## src/rtl/reg_channel_mux.sv

```systemverilog
// Registered N-channel multiplexer with valid/ready handshake; fixed-select or
// round-robin source choice, one output register with full throughput.
module reg_channel_mux #(
   parameter int WIDTH  = 32,
   parameter int NUM_CH = 4,
   parameter int SEL_W  = 2
) (
   input  logic                    clk,
   input  logic                    rst_n,
   input  logic [NUM_CH*WIDTH-1:0] in_data,
   input  logic [NUM_CH-1:0]       in_valid,
   output logic [NUM_CH-1:0]       in_ready,
   input  logic [SEL_W-1:0]        sel,
   input  logic                    mode,
   output logic [WIDTH-1:0]        out_data,
   output logic                    out_valid,
   input  logic                    out_ready,
   output logic [SEL_W-1:0]        out_ch
);

   logic [WIDTH-1:0]  out_data_r;
   logic              out_valid_r;
   logic [SEL_W-1:0]  out_ch_r;
   logic [SEL_W-1:0]  last_r;

   logic              fix_valid_s;
   logic              hi_found_s;
   logic              lo_found_s;
   logic [SEL_W-1:0]  hi_idx_s;
   logic [SEL_W-1:0]  lo_idx_s;
   logic              grant_valid_s;
   logic [SEL_W-1:0]  grant_s;
   logic [WIDTH-1:0]  grant_data_s;
   logic              can_load_s;
   logic              load_s;
   logic [NUM_CH-1:0] in_ready_s;

   // Fixed-mode grant: an out-of-range sel never matches any channel
   always_comb begin
      fix_valid_s = 1'b0;
      for (int i = 0; i < NUM_CH; i++) begin
         fix_valid_s = fix_valid_s | ((sel == SEL_W'(i)) & in_valid[i]);
      end
   end

   // Round-robin search split into channels above last_r and those at or below it;
   // the descending scan leaves the lowest requester of each half in its index
   always_comb begin
      hi_found_s = 1'b0;
      lo_found_s = 1'b0;
      hi_idx_s   = '0;
      lo_idx_s   = '0;
      for (int i = NUM_CH - 1; i >= 0; i--) begin
         hi_idx_s   = (in_valid[i] && (SEL_W'(i) > last_r))  ? SEL_W'(i) : hi_idx_s;
         lo_idx_s   = (in_valid[i] && (SEL_W'(i) <= last_r)) ? SEL_W'(i) : lo_idx_s;
         hi_found_s = hi_found_s | (in_valid[i] & (SEL_W'(i) > last_r));
         lo_found_s = lo_found_s | (in_valid[i] & (SEL_W'(i) <= last_r));
      end
   end

   // Final grant, handshake qualification and data selection
   always_comb begin
      if (mode) begin
         grant_valid_s = hi_found_s | lo_found_s;
         grant_s       = hi_found_s ? hi_idx_s : lo_idx_s;
      end else begin
         grant_valid_s = fix_valid_s;
         grant_s       = sel;
      end
      can_load_s   = ~out_valid_r | out_ready;
      load_s       = can_load_s & grant_valid_s & rst_n;
      in_ready_s   = '0;
      grant_data_s = '0;
      for (int i = 0; i < NUM_CH; i++) begin
         in_ready_s[i] = load_s & (grant_s == SEL_W'(i));
         grant_data_s  = (grant_s == SEL_W'(i)) ? in_data[i*WIDTH +: WIDTH] : grant_data_s;
      end
   end

   // Output register and round-robin pointer
   always_ff @(posedge clk or negedge rst_n) begin
      if (!rst_n) begin
         out_data_r  <= '0;
         out_valid_r <= 1'b0;
         out_ch_r    <= '0;
         last_r      <= SEL_W'(NUM_CH - 1);
      end else if (load_s) begin
         out_data_r  <= grant_data_s;
         out_valid_r <= 1'b1;
         out_ch_r    <= grant_s;
         last_r      <= grant_s;
      end else if (out_ready) begin
         out_valid_r <= 1'b0;
      end else begin
         out_valid_r <= out_valid_r;
      end
   end

   assign in_ready  = in_ready_s;
   assign out_data  = out_data_r;
   assign out_valid = out_valid_r;
   assign out_ch    = out_ch_r;

   reg_channel_mux_chk #(
      .WIDTH  (WIDTH),
      .NUM_CH (NUM_CH),
      .SEL_W  (SEL_W)
   ) u_chk (
      .clk       (clk),
      .rst_n     (rst_n),
      .in_ready  (in_ready_s),
      .out_data  (out_data_r),
      .out_valid (out_valid_r),
      .out_ready (out_ready),
      .out_ch    (out_ch_r)
   );

endmodule

// Protocol properties of the mux: single grant, frozen output while stalled.
module reg_channel_mux_chk #(
   parameter int WIDTH  = 32,
   parameter int NUM_CH = 4,
   parameter int SEL_W  = 2
) (
   input logic              clk,
   input logic              rst_n,
   input logic [NUM_CH-1:0] in_ready,
   input logic [WIDTH-1:0]  out_data,
   input logic              out_valid,
   input logic              out_ready,
   input logic [SEL_W-1:0]  out_ch
);

   a_one_grant: assert property (@(posedge clk) disable iff (!rst_n)
      $onehot0(in_ready));

   a_stall_no_ready: assert property (@(posedge clk) disable iff (!rst_n)
      (out_valid && !out_ready) |-> (in_ready == '0));

   a_stall_hold: assert property (@(posedge clk) disable iff (!rst_n)
      (out_valid && !out_ready) |=> (out_valid && $stable(out_data) && $stable(out_ch)));

endmodule

```

## config.mk

```make
export PLATFORM = sky130hd
export DESIGN_NAME = reg_channel_mux
export DESIGN_NICKNAME = d
export VERILOG_FILES = /design/src/rtl/reg_channel_mux.sv
export SDC_FILE = /design/constraint.sdc
export NUM_CORES = 1
export LEC_CHECK = 0
export BUFFER_PORTS_ARGS = -buffer_cell sky130_fd_sc_hd__buf_2
export CORE_MARGIN = 3
export CORE_UTILIZATION = 43
export CTS_BUF_LIST = sky130_fd_sc_hd__clkbuf_8 sky130_fd_sc_hd__clkbuf_16
export CTS_CLUSTER_SIZE = 14
export DETAILED_ROUTE_END_ITERATION = 6
export PLACE_DENSITY_LB_ADDON = 0.1
export SKIP_LAST_GASP = 1
export SLEW_MARGIN = 20
export SYNTH_ARGS = -nofsm -noshare
export SYNTH_HDL_FRONTEND = slang
export SYNTH_SLANG_ARGS = --single-unit
```

## constraint.sdc

```tcl
create_clock -name clk -period 2.7 [get_ports clk]
set_clock_uncertainty 0.1 [all_clocks]
set_input_delay 0.405 -clock clk [delete_from_list [all_inputs] [get_ports clk]]
set_output_delay 0.405 -clock clk [all_outputs]
set_load 0.005 [all_outputs]
```

==> impl_metrics.tcl <==
set metrics [dict create \
    internal-power_mw 1.340 \
    synth_top_area_frac 0.3156 \
    cp_max_fo 13 \
    cts-hold-fix-buffers 0 \
    yosysSeqAreaShare 0.3345 \
    ir_drop_v 0.0003081 \
    synth_area_sq_um 2775 \
    crit_path_start_kind "register" \
    pwr-share-comb 0.449 \
    yosysWarningCount 0 \
    io_pins 177 \
    die_area_sq_um 7454 \
    chipHeight_um 86.34 \
    path_class "register to output pin" \
    violations "negative hold slack" \
    cts_sinks 37 \
    drt-total-wl_mm 9.709 \
    row_count 28 \
    synth_largest_area_cell "dfrtp_1" \
    cts_buffers 5 \
    slew_violations 0 \
    post_cts_buffers 0 \
    hold_class "input pin to asynchronous set/reset pin" \
    yosysUniqueCellTypes 42 \
    grt-ovfl-total 0 \
    post_cts_resized 0 \
    drc 0 \
    rsz0062_at_grt "no" \
    firstDrtPassIters 5 \
    fmax_mhz 393.9 \
    grt_pass1_wl_mm 14.73 \
    worstPathArrival_ns 2.03 \
    required_ns 2.19 \
    instances_no_fill 554 \
    p_per_area_nw_per_um2 559.7 \
    drive_gt1_frac 0.4802 \
    antenna_found_initial 0 \
    clkTransAtPathRegs_ns 0.07 \
    initialDrtViolationCount 178 \
    synthTopCellsByArea "dfrtp_1 32%, mux2i_1 12%, a2111oi_0 6.0%" \
    core-area_sq_um 6096 \
    cts_tree "yes" \
    cts_root_buffer "clkbuf_8" \
    dp_cells 545 \
    p_leak_nw 1.889 \
    io_buffers 176 \
    setup_tns_ns 0 \
    vias 3109 \
    setup_viol 0 \
    gp_congestion 0.7839 \
    synth.net_count 447 \
    avgSynthCellArea_sq_um 8.981 \
    ys_seq_elements 37 \
    status "finished, violations left" \
    p_switching_mw 0.8179 \
    place_hpwl_mm 7.105 \
    p_clk_frac 0.169 \
    initial_utilization 0.4553 \
    holdWs_ns -0.002071 \
    grt_pass1_vias 2999 \
    period_needed_ns 2.539 \
    layout.nets 616 \
    wl_per_cell_um 17.53 \
    clock_latency_ns 0.29 \
    cts_htree_levels 2 \
    maxCapViolCount 0 \
    max_slew_margin 0.5568 \
    syn2layout_area_growth_pct 38.91 \
    finalCritPeriodShare 0.9403 \
    p_sw_frac 0.3790 \
    p_seq_frac 0.382 \
    crit_path_end_kind "output pin" \
    groute.usage.overall 0.2515 \
    diodes 0 \
    hold_violations 2 \
    die_width_um 86.34 \
    grt_max_degree 37 \
    clock_path_buffers 2 \
    detail-route-antenna-nets 0 \
    tightest_slew_ns 0.6647 \
    syn-instance-count 309 \
    routed_via_density 5.612 \
]
-- state kept, by name, indices dropped and copies added (netlist names) --
signal / count
out_data: 32
last_r: 2
out_valid: 1
out_ch: 2
-- cells in the mapped netlist (all sizes together) --
cell,count
nand4,1
nor2b,3
o2111a,1
a21oi,32
and2,3
dfrtp,35
nand2b,1
a211oi,31
nor2,39
nor4,1
o22ai,1
a22oi,1
mux2i,33
dfstp,2
nor3,1
a221oi,1
and4,1
o311ai,1
clkbuf,16
o21ai,2
o31ai,1
inv,4
or2,1
a311oi,1
nand2,41
and3,2
or3b,1
o211ai,2
o31a,1
and3b,1
o311a,1
a2111oi,31
buf,16
-- stage by stage --
step	total power [mW]	setup slack, ns	utilization	area [sq um]	hold WS, ns
global placement	1.767	0.3461	0.6162	3756	0.3267
detailed placement	1.792	0.2487	0.6162	3756	0.3247
CTS	2.166	0.1123	0.6293	3836	0.003536
finish	2.158	0.1611	0.6324	3855	-0.002071
global route	2.312	0.02487	0.6324	3855	0.01597
floorplan	1.364	0.5552	-	2775	0.009409
-- area by class of cell --
class / instances / area [sq um]
well taps: 75 / 93.84
flip-flops and latches: 37 / 928.4
clock buffers: 5 / 68.82
repair buffers: 193 / 1033
clock inverters: 3 / 11.26
multi-input cells: 237 / 1704
inverters: 4 / 15.01
fillers: 575 / 2241
-- final timing paths --
check                            start      endpoint  slack, ns  depth (start not counted)
min in group clk           in_data[62]  out_data[30]       0.30                          3
hold reg to reg              out_ch[0]     out_ch[0]       0.37                          2
setup / recovery             last_r[1]   in_ready[0]       0.16                          5
max in group asynchronous        rst_n     last_r[0]       2.24                          2
hold / removal                   rst_n   out_data[1]     -0.002                          2
setup reg to reg             last_r[1]  out_data[16]       0.27                          6
-- power groups by stage --
stage	Combinational [mW]	Sequential, mW	Clock [mW]
after floorplan	0.528	0.835	0
after global placement	0.939	0.828	0
after detailed placement	0.961	0.831	0
after CTS	0.963	0.823	0.380
after global routing	1.07	0.841	0.405
final	0.968	0.825	0.365
-- cell usage in the layout, fill, tap and decap left out, types with 10 or more instances in the layout --
master,netlist,layout
buf_2,9,176
nand2_1,41,41
nor2_1,39,39
dfrtp_1,35,35
mux2i_1,33,33
a21oi_1,31,31
a2111oi_0,19,19
a211oi_1,19,19
buf_4,2,15
a211oi_2,12,12
a2111oi_2,10,10
-- layer usage --
layer  wire length (um)  track usage  part of all wire
met5                  0            0                 0
met4                137      0.08215             0.014
met3                823      0.05038             0.085
met2               4886       0.4374              0.50
met1               3862       0.3109              0.40
-- worst max-delay path, cell delays in order (launching register included) --
cell	delay (ns)
dfstp_2	0.58
o21ai_0	0.12
a221oi_2	0.44
o22ai_4	0.23
nor3_1	0.23
buf_2	0.14
-- cell families (layout without fill, tap and decap cells) --
logic type / after synthesis / in the layout / synth area share
buffers and inverters: 36 / 205 / 0.06898
AND/OR/NAND/NOR: 96 / 96 / 0.1474
flip-flops: 37 / 37 / 0.3345
AO/OA/AOI/OAI: 107 / 108 / 0.3300
multiplexers: 33 / 33 / 0.1190
No activity file was read; power rests on OpenSTA's default activity.
